File: src/rtl/dds_sweep_ctrl.sv
// Frequency-sweep sequencer for a DDS phase accumulator: steps a frequency word
// from F_start toward F_stop in single, sawtooth or triangle fashion, holding each value for Dwell cycles.
module dds_sweep_ctrl #(
  parameter int FW = 32,
  parameter int DW = 16
) (
  input  logic          Clk,
  input  logic          Reset,
  input  logic          Start,
  input  logic          Stop,
  input  logic [1:0]    Mode,
  input  logic [FW-1:0] F_start,
  input  logic [FW-1:0] F_stop,
  input  logic [FW-1:0] F_step,
  input  logic [DW-1:0] Dwell,
  output logic [FW-1:0] Fword,
  output logic          Busy,
  output logic          Step_stb,
  output logic          Done
);

  typedef enum logic [1:0] {
    IDLE   = 2'd0,
    UP     = 2'd1,
    DOWN   = 2'd2,
    FINISH = 2'd3
  } state_t;

  state_t        state_q, state_d;
  logic [FW-1:0] fword_q, fword_d;
  logic          stb_q, stb_d;
  logic [DW-1:0] cnt_q, cnt_d;
  logic [1:0]    mode_q, mode_d;
  logic [FW-1:0] start_q, start_d;
  logic [FW-1:0] stop_q, stop_d;
  logic [FW-1:0] step_q, step_d;
  logic [DW-1:0] dwell_q, dwell_d;

  logic [FW:0]   inc_sum, dec_diff;
  logic [FW-1:0] inc_val, dec_val;
  logic [DW-1:0] dwell_reload, start_reload;
  logic          at_top, at_bottom, tri_mode, saw_mode, tick;

  // Sums and differences carry an extra bit so the clamp sees overflow/underflow instead of a wrap.
  assign inc_sum  = {1'b0, fword_q} + {1'b0, step_q};
  assign dec_diff = {1'b0, fword_q} - {1'b0, step_q};
  assign inc_val  = (inc_sum >= {1'b0, stop_q}) ? stop_q : inc_sum[FW-1:0];
  assign dec_val  = (dec_diff[FW] || (dec_diff[FW-1:0] <= start_q)) ? start_q : dec_diff[FW-1:0];

  assign dwell_reload = (dwell_q == '0) ? '0 : dwell_q - DW'(1);
  assign start_reload = (Dwell == '0) ? '0 : Dwell - DW'(1);

  assign at_top    = (fword_q >= stop_q);
  assign at_bottom = (fword_q <= start_q);
  // A degenerate range makes triangle mode collapse to a single sweep.
  assign tri_mode  = (mode_q == 2'd2) && (start_q < stop_q);
  assign saw_mode  = (mode_q == 2'd1);
  assign tick      = (cnt_q == '0) && (step_q != '0);

  always_ff @(posedge Clk) begin
    if (Reset) begin
      state_q <= IDLE;
      fword_q <= '0;
      stb_q   <= 1'b0;
      cnt_q   <= '0;
      mode_q  <= '0;
      start_q <= '0;
      stop_q  <= '0;
      step_q  <= '0;
      dwell_q <= '0;
    end else begin
      state_q <= state_d;
      fword_q <= fword_d;
      stb_q   <= stb_d;
      cnt_q   <= cnt_d;
      mode_q  <= mode_d;
      start_q <= start_d;
      stop_q  <= stop_d;
      step_q  <= step_d;
      dwell_q <= dwell_d;
    end
  end

  always_comb begin
    state_d = state_q;
    case (state_q)
      IDLE: begin
        if (Start && !Stop) state_d = UP;
      end
      UP: begin
        if (Stop)                                   state_d = IDLE;
        else if (tick && at_top && tri_mode)        state_d = DOWN;
        else if (tick && at_top && !saw_mode)       state_d = FINISH;
      end
      DOWN: begin
        if (Stop)                      state_d = IDLE;
        else if (tick && at_bottom)    state_d = UP;
      end
      default: state_d = IDLE;
    endcase
  end

  always_comb begin
    fword_d = fword_q;
    stb_d   = 1'b0;
    cnt_d   = cnt_q;
    mode_d  = mode_q;
    start_d = start_q;
    stop_d  = stop_q;
    step_d  = step_q;
    dwell_d = dwell_q;
    case (state_q)
      IDLE: begin
        if (Start && !Stop) begin
          mode_d  = Mode;
          start_d = F_start;
          stop_d  = F_stop;
          step_d  = F_step;
          dwell_d = Dwell;
          fword_d = F_start;
          stb_d   = 1'b1;
          cnt_d   = start_reload;
        end
      end
      UP, DOWN: begin
        // A zero step freezes the sweep on F_start until Stop or Reset.
        if (!Stop && (step_q != '0)) begin
          if (cnt_q != '0) begin
            cnt_d = cnt_q - DW'(1);
          end else begin
            cnt_d = dwell_reload;
            if (state_q == DOWN)  fword_d = at_bottom ? inc_val : dec_val;
            else if (!at_top)     fword_d = inc_val;
            else if (tri_mode)    fword_d = dec_val;
            else if (saw_mode)    fword_d = start_q;
            stb_d = (fword_d != fword_q);
          end
        end
      end
      default: ;
    endcase
  end

  assign Fword    = fword_q;
  assign Step_stb = stb_q;
  assign Busy     = (state_q == UP) || (state_q == DOWN);
  assign Done     = (state_q == FINISH);

endmodule
File: config.mk
export PLATFORM = sky130hd
export DESIGN_NAME = dds_sweep_ctrl
export DESIGN_NICKNAME = d
export VERILOG_FILES = /design/src/rtl/dds_sweep_ctrl.sv
export SDC_FILE = /design/constraint.sdc
export NUM_CORES = 1
export LEC_CHECK = 0
export ABC_AREA = 0
export BUFFER_PORTS_ARGS = -buffer_cell sky130_fd_sc_hd__buf_2
export CORE_MARGIN = 10
export CORE_UTILIZATION = 43
export DETAILED_ROUTE_END_ITERATION = 16
export GPL_TIMING_DRIVEN = 0
export MAX_ROUTING_LAYER = met4
export SETUP_SLACK_MARGIN = 0.02
export SLEW_MARGIN = 0
export SYNTH_ARGS = -nofsm -noshare
export SYNTH_HDL_FRONTEND = slang
export SYNTH_SLANG_ARGS = --single-unit
File: constraint.sdc
create_clock -name Clk -period 6.3 [get_ports Clk]
set_input_delay 0.63 -clock Clk [delete_from_list [all_inputs] [get_ports Clk]]
set_output_delay 0.63 -clock Clk [all_outputs]
set_load 0.05 [all_outputs]
# Word-level counts from Yosys, hierarchy flattened
# Index checks and enable logic that the tools add are counted.
# word_totals
inputBits	118
wordCells	85
register_bits	165
out_inout_bits	35
# op_classes
addsub	5
muxes	31
magnitude_cmp	5
n_eq_ne	11
n_reduce_logical	24
# ops
op	n
$mux 32	13
$mux 16	5
$le 32x32->1	2
$pmux 32 s2	1
$logic_not 16->1	3
$sub 16x1->16 const B	3
$add 32x32->33	1
$ge 33x32->1	1
$sub 32x32->33	1
$ge 32x32->1	1
$lt 32x32->1	1
$ne 32x32->1	1
$pmux 16 s2	1
$reduce_bool 32->1	1
$reduce_bool 16->1	1
$mux 2	6
$logic_and 1x1->1	8
$eq 2x2->1 const B	3
$ne 2x2->1 const B	3
$pmux 2 s3	1
$reduce_and 3->1	2
$eq 2x1->1 const B	2
$ne 4x4->1 const B	1
$reduce_and 4->1	1
other kinds (9)	13

# Logic depth before layout (Yosys ltp)
# depth
word_depth	14
ltp_mapped	28
depth_no_buf	25

# Least setup slack after synthesis
# No wires, ideal clock.
# synth_path
path_type	reg-to-reg
start	register fword_q[2], in the netlist Fword[2]
end	register stb_q, in the netlist Step_stb
t_arrival_ns	6.000
setup_slack_ns	0.169
synth_period_minus_slack_ns	6.131
stages_incl_launch_ff	28
required_ns	6.169
path_cell_list	dfxtp_1 ha_1 buf_4 o211ai_1 a21oi_1 o21ai_0 o41ai_1 a211o_1 a41o_1 a211o_1 xnor2_1 inv_1 ha_1 nand2_1 a2111oi_0 o211ai_1 o211ai_1 o21ba_2 clkbuf_1 clkbuf_1 a211oi_1 a31oi_1 a31oi_1 a2111oi_1 nand4_1 or3_1 nor4_2 a31oi_1
# synth_via
elab_chain_cells	14
elab_cells_between_ends	21
# synth_rtl
element	line	rtl
start: declaration	30	logic [FW-1:0] fword_q, fword_d;
start signal: assignment	73	fword_q <= fword_d;
$sub 32x32->33	46	assign dec_diff = {1'b0, fword_q} - {1'b0, step_q};
$le 32x32->1	48	assign dec_val = (dec_diff[FW] || (dec_diff[FW-1:0] <= start_q)) ? start_q : dec_diff[FW-1:0];
$logic_or 1x1->1	48	
$mux 32	48	
$mux 32	134	else if (tri_mode) fword_d = dec_val;
$mux 32	133	else if (!at_top) fword_d = inc_val;
$mux 32	132	if (state_q == DOWN) fword_d = at_bottom ? inc_val : dec_val;
$mux 32	128	if (cnt_q != '0) begin
$mux 32	127	if (!Stop && (step_q != '0)) begin
$mux 32	112	case (state_q)
$ne 32x32->1 *	136	stb_d = (fword_d != fword_q);
$mux 1 *	128	
$mux 1 *	127	
$pmux 1 s2 *	112	
end signal: assignment	74	stb_q <= stb_d;
end: declaration	31	logic stb_q, stb_d;
# Mark *: on every way between the ends. The rest lies on a longest branch, timed or not. The select of a mux whose other input is x is not followed.
# A chain may end at the register's enable or synchronous reset.

# Worst setup path in the final report
# layout_path
start	register step_q[15]
end	register stb_q, in the netlist Step_stb
# layout_via
elab_chain_cells	14
elab_cells_between_ends	20
# layout_rtl
element	line	rtl
start: declaration	36	logic [FW-1:0] step_q, step_d;
start signal: assignment	79	step_q <= step_d;
$sub 32x32->33	46	
$le 32x32->1	48	
$logic_or 1x1->1	48	
$mux 32	48	
$mux 32	134	
$mux 32	133	
$mux 32	132	
$mux 32	128	
$mux 32	127	
$mux 32	112	
$ne 32x32->1	136	
$mux 1	128	
$mux 1 *	127	
$pmux 1 s2 *	112	
# Marks and branches as above.

==> flow_summary.yaml <==
clock_tree:
  clockRootBuffer: "clkbuf_16"
  clk_pin_slew_ns: 0.10
  numCtsBuffers: 17
  htree_levels: 4
  clock-sinks: 165
  clk_path_buf_depth: 2
  clk_latency_ns: 0.52
  cts_tree: "done"
sta:
  fin_tns_setup_ns: -0.551
  fin_crit_ns: 6.85
  report.final.hold_viol_count: 0
  setup_violations: 1
  fin_crit_sh: 1.09
  slew_violations: 0
  skew_ns: 0.0337
  rsz0062_at_grt: "yes"
  slew_headroom: 0.0180
  worstMarginPinSlew_ns: 1.47
  fin_ws_ns: -0.551
  fmax_mhz: 146
grt:
  use_met3: 0.0793
  grt_pass1_vias: 20839
  grt_busiest_layer: "met2"
  grt_usage: 0.391
  antenna_found_initial: 3
  met2_usage: 0.583
  grt_start_max_net_pins: 20
  met1_usage: 0.484
  grt-ovfl-total: 0
  grt_pass1_wl_mm: 141
critical_path:
  path_max_fanout: 9
  cp-end-kind: "flop"
  path_class: "reg -> reg"
  worstPathRequired_ns: 6.66
  start_kind: "flop"
  worst-endpoint-arrival_ns: 7.21
die:
  die_h_um: 226
  row_count: 75
  start_util: 0.435
  core_area_um2: 41900
  die_x_um: 226
  ioPinCount: 153
  die-area_um2: 51100
logic_synthesis:
  ys_types: 96
  yosysWarnings: 0
  ys.flop_type: "dfxtp_1"
  netlist_area_um2: 18300
  avgSynthCellArea_um2: 7.20
  synth_commonest_cells: "392 x nand2_1, 297 x a21oi_1, 230 x ha_1"
  syn-num-nets: 2883
  yosysMostFrequentCell: "nand2_1"
  synth_top_area_cell: "dfxtp_1"
  netlist_top_cells_area: "dfxtp_1 18%, ha_1 16%, a21oi_1 8.1%, nand2_1 8.1%, inv_1 3.1%"
  synth_cells: 2533
  async_reset_ff_frac: 0
  seq_area_frac_synth: 0.181
  synth_edf_count: 0
  ys_seq_elements: 165
  netlist.area_leader.share: 0.181
drt:
  wl_mm: 100
  drtPass1Iterations: 6
  drt_iter0_drc: 2818
  num_vias: 22031
  post-route-drc-count: 0
  wl_per_cell_um: 30.0
  postRouteAntennaNets: 0
  viasPerCell: 6.61
flow_run:
  maxCapViolations: 0
power:
  intPower_mw: 5.85
  p_sw_frac: 0.598
  p_sw_mw: 8.72
  comb_power_share: 0.813
  power.density_nw_per_um2: 663
  ir_worst_vdd_v: 0.000355
  sequentialPowerShare: 0.110
  p_total_mw: 14.6
  pwr-share-clk: 0.077
  power.leakage_nw: 8.90
layout:
  nFillCells: 4098
  drive_gt1_frac: 0.182
  syn_to_final_growth_pct: 20.5
  final_cell_area_um2: 22000
  fin_nets: 3130
placed_design:
  port_buffers: 151
  gp_congestion: 1.09
  hpwl_mm: 79.8
  dpl_cell_area_um2: 19700
run_status:
  outcome: "finished, violations left"
  violations: "negative setup slack"
worst_hold_path:
  holdCritPathClass: "in -> reg"
[worst max-delay path: stages (launching register included)]
cell and delay [ns]:
dfxtp_1 0.42, inv_1 0.08, ha_1 0.49, nand4_1 0.29, or2_2 0.36, nand2b_1 0.16
nand3b_1 0.19, buf_4 0.19, o211ai_1 0.14, a311oi_4 0.36, inv_1 0.08, ha_1 0.30
nand2_1 0.16, a2111oi_4 0.34, o211ai_1 0.19, o211ai_1 0.24, o21bai_4 0.17, buf_4 0.17
buf_4 0.16, or3_4 0.38, a31oi_2 0.35, a221oi_2 0.16, a2111oi_2 0.41, nand4_1 0.16
or3_4 0.44, nor4_4 0.16, a31oi_2 0.17
[power by group through the flow]
| stage | clock (mW) | sequential (mW) | combinational, mW |
|---|---|---|---|
| 4_1_cts | 1.13 | 1.57 | 11.0 |
| 5_1_grt | 1.17 | 1.60 | 12.2 |
| 2_1_floorplan | 0 | 1.58 | 5.86 |
| 6_report | 1.12 | 1.61 | 11.8 |
| 3_3_place_gp | 0 | 1.58 | 9.44 |
| 3_5_place_dp | 0 | 1.59 | 9.50 |
[area by class of cell]
type,count,area [µm²],share of cell area
Antenna cell,2,5.00,0.000228
Buffer,137,663,0.0302
Clock buffer,17,425,0.0193
Clock inverter,15,180,0.00819
Inverter,157,593,0.0270
Multi-Input combinational cell,2070,14600,0.664
Sequential cell,165,3400,0.154
Tap cell,539,674,0.0307
Timing Repair Buffer,232,1440,0.0656
[worst paths after layout]
kind	slack [ns]	endpoint	depth (start not counted)	from
setup / recovery	-0.55	Step_stb$_SDFF_PP0_	26	step_q[15]$_SDFFE_PP0P_
hold / removal	0.35	step_q[20]$_SDFFE_PP0P_	3	F_step[20]
setup reg to reg	-0.55	Step_stb$_SDFF_PP0_	26	step_q[15]$_SDFFE_PP0P_
hold reg to reg	0.46	stop_q[9]$_SDFFE_PP0P_	2	stop_q[9]$_SDFFE_PP0P_
[stage by stage]
stage / setup WS [ns] / instances / util / hold WS (ns)
after floorplan: 0.169 / 2533 / - / 0.436
after global placement: -2.84 / 3223 / 0.469 / 0.444
after detailed placement: -2.77 / 3223 / 0.469 / 0.450
after CTS: -0.293 / 3319 / 0.516 / 0.320
after global routing: -0.636 / 3334 / 0.524 / 0.355
final: -0.551 / 3334 / 0.524 / 0.349
[state kept, by name, summed over array words and instances, names as in the netlist]
name and flops:
state_q 2, stop_q 32, Fword 32, start_q 32
mode_q 2, cnt_q 16, dwell_q 16, Step_stb 1
step_q 32
[layout by cell type, fill, tap and decap left out, types with 83 or more instances in the layout]
cell type,Yosys,final
nand2_1,392,386
a21oi_1,297,284
clkbuf_1,96,83
dfxtp_1,165,129
ha_1,230,221
buf_2,23,170
nor2_1,152,147
o21ai_0,112,99
inv_1,152,150
buf_4,10,88
[repair_timing]
item / in CTS / in global routing
hold buffers: 0 / 0
endpoints found under the hold margin: 0 / 0
resized for setup: 201 / 55
endpoints found under the setup margin: 33 / 18
cloned: 1 / 0
pin swaps: 59 / 26
setup buffers: 67 / 13
[routing by layer]
| metal | vias to the layer above | part of all wire |
|---|---|---|
| li1 | 9830 | - |
| met1 | 10542 | 0.40 |
| met2 | 1329 | 0.43 |
| met3 | 330 | 0.10 |
| met4 | 0 | 0.063 |
| met5 | - | 0 |
[cell families after synthesis]
family | count (synthesis) | share of synthesized area
compound gates | 830 | 0.300
xor+xnor | 104 | 0.0499
fa+ha+maj | 232 | 0.160
buf+inv | 298 | 0.0658
flops | 165 | 0.181
mux | 28 | 0.0160
simple gates | 876 | 0.227
Power figures use the tool's default switching activity.
